[src/rtl/branch_resolver.sv]
// Conditional-branch resolver for the RV32I core.
// Each branch uses the shared registered ALU twice: a SUB to compare, then an ADD to form the next PC.
module branch_resolver #(
  parameter int XLEN    = 32,
  parameter int SEQ_INC = 4
) (
  input  logic            clk,
  input  logic            rst,
  input  logic            req_valid,
  output logic            req_ready,
  input  logic [2:0]      req_funct3,
  input  logic [XLEN-1:0] req_rs1,
  input  logic [XLEN-1:0] req_rs2,
  input  logic [XLEN-1:0] req_pc,
  input  logic [XLEN-1:0] req_imm,
  output logic [XLEN-1:0] alu_a,
  output logic [XLEN-1:0] alu_b,
  output logic [3:0]      alu_op,
  input  logic [XLEN-1:0] alu_result,
  input  logic [4:0]      alu_status,
  output logic            resp_valid,
  input  logic            resp_ready,
  output logic            resp_taken,
  output logic [XLEN-1:0] resp_target,
  output logic            resp_illegal,
  output logic            resp_misaligned
);

  typedef enum logic [2:0] {IDLE, CMP, ADDR, CAPT, RESP} state_t;

  localparam logic [3:0]      OP_ADD  = 4'b0000;
  localparam logic [3:0]      OP_SUB  = 4'b1000;
  localparam logic [XLEN-1:0] INC_VAL = XLEN'(SEQ_INC);

  state_t          state;
  logic [2:0]      funct3_q;
  logic [XLEN-1:0] rs1_q;
  logic [XLEN-1:0] rs2_q;
  logic [XLEN-1:0] pc_q;
  logic [XLEN-1:0] imm_q;
  logic            taken_q;

  logic eq;
  logic sd;
  logic lt_s;
  logic lt_u;
  logic cond;

  // Carry, parity and overflow are meaningless for the SUB compare.
  logic unused_status;
  assign unused_status = ^{alu_status[4:3], alu_status[1:0]};

  // When the operand signs differ, the difference's sign bit can be wrong
  // (overflow), so the operand signs alone decide the ordering.
  always_comb begin
    eq   = alu_status[2];
    sd   = rs1_q[XLEN-1] ^ rs2_q[XLEN-1];
    lt_s = sd ? rs1_q[XLEN-1] : alu_result[XLEN-1];
    lt_u = sd ? rs2_q[XLEN-1] : alu_result[XLEN-1];
    cond = 1'b0;
    case (funct3_q)
      3'b000:  cond = eq;
      3'b001:  cond = !eq;
      3'b100:  cond = lt_s;
      3'b101:  cond = !lt_s;
      3'b110:  cond = lt_u;
      3'b111:  cond = !lt_u;
      default: cond = 1'b0;
    endcase
  end

  // The ADDR operand B depends on this cycle's compare result, so the ALU drive is decoded from state.
  always_comb begin
    alu_a  = '0;
    alu_b  = '0;
    alu_op = OP_ADD;
    case (state)
      CMP: begin
        alu_a  = rs1_q;
        alu_b  = rs2_q;
        alu_op = OP_SUB;
      end
      ADDR: begin
        alu_a  = pc_q;
        alu_b  = cond ? imm_q : INC_VAL;
        alu_op = OP_ADD;
      end
      default: begin
        alu_a  = '0;
        alu_b  = '0;
        alu_op = OP_ADD;
      end
    endcase
  end

  // Sequencer: one request in flight, response held until the consumer takes it.
  always_ff @(posedge clk or posedge rst) begin
    if (rst) begin
      state           <= IDLE;
      req_ready       <= 1'b1;
      resp_valid      <= 1'b0;
      resp_taken      <= 1'b0;
      resp_target     <= '0;
      resp_illegal    <= 1'b0;
      resp_misaligned <= 1'b0;
      funct3_q        <= '0;
      rs1_q           <= '0;
      rs2_q           <= '0;
      pc_q            <= '0;
      imm_q           <= '0;
      taken_q         <= 1'b0;
    end else begin
      case (state)
        IDLE: begin
          if (req_valid) begin
            funct3_q  <= req_funct3;
            rs1_q     <= req_rs1;
            rs2_q     <= req_rs2;
            pc_q      <= req_pc;
            imm_q     <= req_imm;
            req_ready <= 1'b0;
            state     <= CMP;
          end
        end
        CMP: begin
          state <= ADDR;
        end
        ADDR: begin
          taken_q <= cond;
          state   <= CAPT;
        end
        CAPT: begin
          resp_target     <= alu_result;
          resp_taken      <= taken_q;
          resp_illegal    <= (funct3_q[2:1] == 2'b01);
          resp_misaligned <= taken_q & (|alu_result[1:0]);
          resp_valid      <= 1'b1;
          state           <= RESP;
        end
        RESP: begin
          if (resp_ready) begin
            resp_valid <= 1'b0;
            req_ready  <= 1'b1;
            state      <= IDLE;
          end
        end
        default: begin
          resp_valid <= 1'b0;
          req_ready  <= 1'b1;
          state      <= IDLE;
        end
      endcase
    end
  end

endmodule
[config.mk]
export PLATFORM = sky130hd
export DESIGN_NAME = branch_resolver
export DESIGN_NICKNAME = d
export VERILOG_FILES = /design/src/rtl/branch_resolver.sv
export SDC_FILE = /design/constraint.sdc
export NUM_CORES = 1
export LEC_CHECK = 0
export CAP_MARGIN = 20
export CORE_MARGIN = 2
export CORE_UTILIZATION = 35
export DETAILED_ROUTE_END_ITERATION = 8
export PLACE_DENSITY_LB_ADDON = 0.2
export SKIP_LAST_GASP = 1
export SYNTH_ARGS = -nofsm -noshare
export SYNTH_HDL_FRONTEND = slang
export SYNTH_SLANG_ARGS = --single-unit
[constraint.sdc]
create_clock -name clk -period 7.1 [get_ports clk]
set_input_delay 2.13 -clock clk [delete_from_list [all_inputs] [get_ports clk]]
set_output_delay 2.13 -clock clk [all_outputs]
set_load 0.05 [all_outputs]
Word-level counts from Yosys, hierarchy flattened
Index checks and enable logic that the tools add are counted.
{ "word_totals": {"output_inout_bits": 105, "in_bits": 172, "word_cells": 56, "register_bits": 172} }
{ "op_classes": {"eq_ne": 12, "reduce_logical": 12, "mux": 15, "bitwise_logic": 4} }
{ "op_table": {"columns": ["operator", "count"], "rows": [
  ["$pmux W32 S2", 2],
  ["$mux W32", 1],
  ["$eq A3 B3 Y1 const B", 5],
  ["$pmux W3 S5", 1],
  ["$eq A3 B1 Y1 const B", 2],
  ["$eq A3 B2 Y1 const B", 2],
  ["$logic_not A3 Y1", 2],
  ["$mux W3", 2],
  ["$pmux W1 S3", 2],
  ["$pmux W1 S6", 1],
  ["$reduce_and A2 Y1", 3],
  ["$reduce_or A3 Y1", 2],
  ["$mux W1", 5],
  ["$mux W4", 1],
  ["$ne A2 B2 Y1 const B", 2],
  ["$logic_not A1 Y1", 3],
  ["$reduce_and A3 Y1", 1],
  ["$eq A2 B1 Y1 const B", 1],
  ["$not A1 Y1", 2],
  ["$reduce_or A2 Y1", 1],
  ["$and A1 B1 Y1", 1],
  ["$xor A1 B1 Y1", 1]
]} }

Longest topological paths before layout
{ "depth": {"ltp_word": 6, "depth_mapped": 7, "mapped_depth_nobuf": 5} }

Worst setup path before layout
No wires, ideal clock.
{ "synth_path": {"kind": "input -> output", "start": "input alu_status[2]", "end": "output alu_b[0]", "stages": 6, "n_path_buf": 1, "t_required_ns": 4.970, "t_arrival_ns": 3.286, "setup_slack_ns": 1.684, "cell_sequence": "xnor2_1 nor3_1 a211oi_2 a21boi_2 buf_2 a22o_1"} }
{ "synth_between": {"elab_chain_cells": 4} }
{ "synth_rtl": {"columns": ["element", "line", "rtl"], "rows": [
  ["from (decl)", "20", "input logic [4:0] alu_status,"],
  ["$logic_not A1 Y1", "63", "3'b001: cond = !eq;"],
  ["$pmux W1 S6 *", "61", "case (funct3_q)"],
  ["$mux W32 *", "85", "alu_b = cond ? imm_q : INC_VAL;"],
  ["$pmux W32 S2 *", "77", "case (state)"],
  ["to (decl)", "17", "output logic [XLEN-1:0] alu_b,"]
]} }
Mark *: on every way between the ends. The rest lies on a longest branch, timed or not.

Worst setup path in the final report
{ "layout_path": {"start": "input alu_result[31]", "end": "output alu_b[4]"} }
{ "layout_between": {"elab_chain_cells": 5, "word_cells_on_any_way": 7, "classes_between": "mux (5); reduce/logical (2)"} }
{ "layout_rtl": {"columns": ["element", "line", "rtl"], "rows": [
  ["from (decl)", "19", "input logic [XLEN-1:0] alu_result,"],
  ["$mux W1, on equally long branches", "59, 58", null],
  ["$logic_not A1 Y1, on equally long branches", "67, 65", null],
  ["$pmux W1 S6 *", "61", null],
  ["$mux W32 *", "85", null],
  ["$pmux W32 S2 *", "77", null]
]} }
Marked as above.

==> results.toml <==
[yosys]
synth_top_family_by_area = "multiplexers"
avgSynthCellArea_sq_um = 14.80
synthAdderAreaFrac_pct = 0
yosys.area_share.simple_pct = 2.083
ys_top_cells_by_area = "dfrtp_1 (59%), mux2_1 (14%), mux2_2 (11%)"
synth_top_area_share_pct = 59.35
synth-xor-area-share_pct = 0.1215
synth-compound-area-share_pct = 9.198
seq_area_frac_synth_pct = 59.72
synth_mux_area_share_pct = 25.60
yosys.area.top_type = "dfrtp_1"
yosysUniqueCellTypes = 34
ys_seq_elements = 172
syn_inst = 487
syn_area_sq_mm = 0.007209
yosysWarnings = 0

[floorplanning]
fp.dieH_um = 147.5
die_area_sq_mm = 0.02176
die_x_um = 147.5
io_pins = 277
rows = 52
core_area_sq_mm = 0.02023
start_util_pct = 35.63

[setup_path]
r2r-end = "pc_q[3]"
critPathKind = "in -> out"
endpoint_kind = "primary output"
critPathArrivalTime_ps = 4810
crit_fanout = 15
crit-reg2reg-launch = "state[1]"
startpoint_type = "input port"
r2r_cells = 3
required_ps = 4970
reg2reg_slack_ps = 4900

[layout]
nets = 920
fin_util_pct = 53.06
stdcell_count = 1031
fin_area_sq_mm = 0.01074
diodes = 0
drive_above_1_share_pct = 15.77
syn2layout_area_growth_pct = 48.92

[placed_design]
gp_congestion = 0.7627
post-place-cells = 997
port_buffers = 269
dp_hpwl_mm = 12.53
dp_worst_setup_slack_ps = -81.29
placed_area_sq_mm = 0.01010

[clock_tree]
cts_tree = "yes"
cts.sinks = 172
cts_buffer_depth = 2
htree_levels = 4
root_buffer = "clkbuf_16"
clock_latency_ps = 420
cts_buffers = 17
clkTransAtPathRegs_ps = 60
cts_hold_buf = 0

[sta]
rsz0062_at_grt = "false"
slew_headroom_pct = 35.18
min_period_ps = 6942
finalHoldViolations = 0
setup_slack_ps = 157.6
fin_crit_sh_pct = 97.78
final.setup_skew_ps = 12.15
tightest_slew_ps = 972.3
maxSlewViolCount = 0
setup_violations = 0
max_freq_mhz = 144.0

[worst_hold_path]
min_path_cells = 2
hp-start = "resp_illegal"
worstHoldEndpoint = "resp_illegal"
hp-class = "reg -> reg"

[drt]
drc = 0
drt_iter0_drc = 183
ant_nets = 0
wirelength_mm = 18.33
first_pass_iters = 4
wire_per_inst_um = 17.78
vias = 5031
viasPerCell = 4.880

[grt]
grt_max_degree = 85
antenna_found_initial = 0
grt_pass1_vias = 5493
gr-total-overflow = 0
grt_usage_pct = 17.39
grt_pass1_wl_mm = 29.66

[job]
drv_cap = 0

[power]
p_per_area_mw_per_mm2 = 547.4
ir_drop_v = 0.0002969
leakage_uw = 0.004387
power.total_uw = 5878

[status]
status = "complete, no violations"
layout make-up:
| cell class | count | area, sq um |
|---|---|---|
| Fill cell | 1696 | 9498 |
| Timing Repair Buffer | 277 | 2765 |
| Clock buffer | 21 | 460.4 |
| Inverter | 4 | 20.02 |
| Multi-Input combinational cell | 276 | 2714 |
| Sequential cell | 172 | 4305 |
| Tap cell | 270 | 337.8 |
| Clock inverter | 11 | 133.9 |
cell families (layout without fill, tap and decap cells):
group | Yosys count | after routing
simple gates | 27 | 27
other cells | 1 | 3
compound gates | 80 | 81
mux | 164 | 164
buf+inv | 42 | 313
flops | 172 | 172
xor+xnor | 1 | 1
report_power, final:
group | leakage (uW) | total [uW] | switching [uW] | internal (uW)
clock | 0.000283 | 932 | 388 | 543
sequential | 0.00203 | 1780 | 292 | 1490
combinational | 0.00208 | 3160 | 1890 | 1270
state kept, by name, indices dropped and copies added (netlist names), 3 cells and up:
signal and flops:
funct3_q 3, imm_q 32, pc_q 32, resp_target 32, rs1_q 32, rs2_q 32
state 3
cells in the mapped netlist:
cell type and instances:
and2_1 1, nor2_1 5, dfstp_2 1, a22o_1 63, and3b_1 1, nand2b_1 2
clkbuf_1 5, mux2_2 73, nor3_1 3, buf_4 14, a21boi_2 1, mux2i_1 1
nor3b_1 1, buf_1 1, mux2_1 90, or2_2 1, a21oi_1 2, nor2b_1 1
inv_1 4, a211oi_1 1, o21ai_0 7, nand2_1 8, a211oi_2 1, a21o_1 1
o21a_1 2, o22ai_1 1, buf_2 18, nand3_1 2, conb_1 1, dfrtp_1 171
nor4_4 1, nand3b_1 1, a31oi_1 1, xnor2_1 1
cells in the final DEF, fill, tap and decap left out, types with 2 or more instances in the layout:
cell type,Yosys,routed
dfrtp_1,171,171
o21a_1,2,2
conb_1,1,3
inv_6,0,4
clkinvlp_4,0,3
inv_1,4,3
buf_4,14,7
clkbuf_8,0,2
mux2_1,90,90
nand2_1,8,8
nand3_1,2,2
a22o_1,63,63
clkbuf_16,0,17
nor2_1,5,5
nor3_1,3,2
a21boi_4,0,2
clkdlybuf4s50_1,0,269
mux2_2,73,73
bufinv_16,0,2
a21oi_1,2,2
clkbuf_1,5,2
o21ai_0,7,7
nand2b_1,2,2
worst max-delay path: stages:
cell	delay, ps
clkdlybuf4s50_1	520
inv_1	60
o21ai_0	270
mux2i_2	210
a21boi_4	580
a22o_1	230
clkdlybuf4s50_1	800
through the flow:
step / setup TNS, ps / hold WS [ps]
after floorplan: 0 / 458.0
after global placement: 0 / 466.6
after detailed placement: -1479 / 472.5
after CTS: -5.814 / 486.9
after global routing: 0 / 498.5
final: 0 / 480.3
how the worst max path moves through the flow:
stage / startpoint / endpoint / slack (ps) / cells after the start
6_report: alu_result[31] / alu_b[4] / 160 / 7
5_1_grt: alu_result[31] / alu_b[31] / 30 / 7
3_3_place_gp: alu_result[31] / alu_b[15] / 40 / 7
3_5_place_dp: alu_result[31] / alu_b[18] / -80 / 7
2_1_floorplan: rst / funct3_q[0] / 310 / 1
4_1_cts: alu_result[31] / alu_b[18] / -6 / 7
timing repair:
item,CTS,global route
buffers inserted,0,1
cloned,1,0
endpoints found under the setup margin,31,31
resized for setup,1,1
pin swaps,1,1
per-layer routing:
layer	track usage (%)	vias up	share of wire [%]
li1	-	2295	-
met1	21.57	2516	43
met2	27.79	195	47
met3	6.543	25	8.4
met4	6.442	0	2.2
met5	0	-	0
Power figures use the tool's default switching activity.
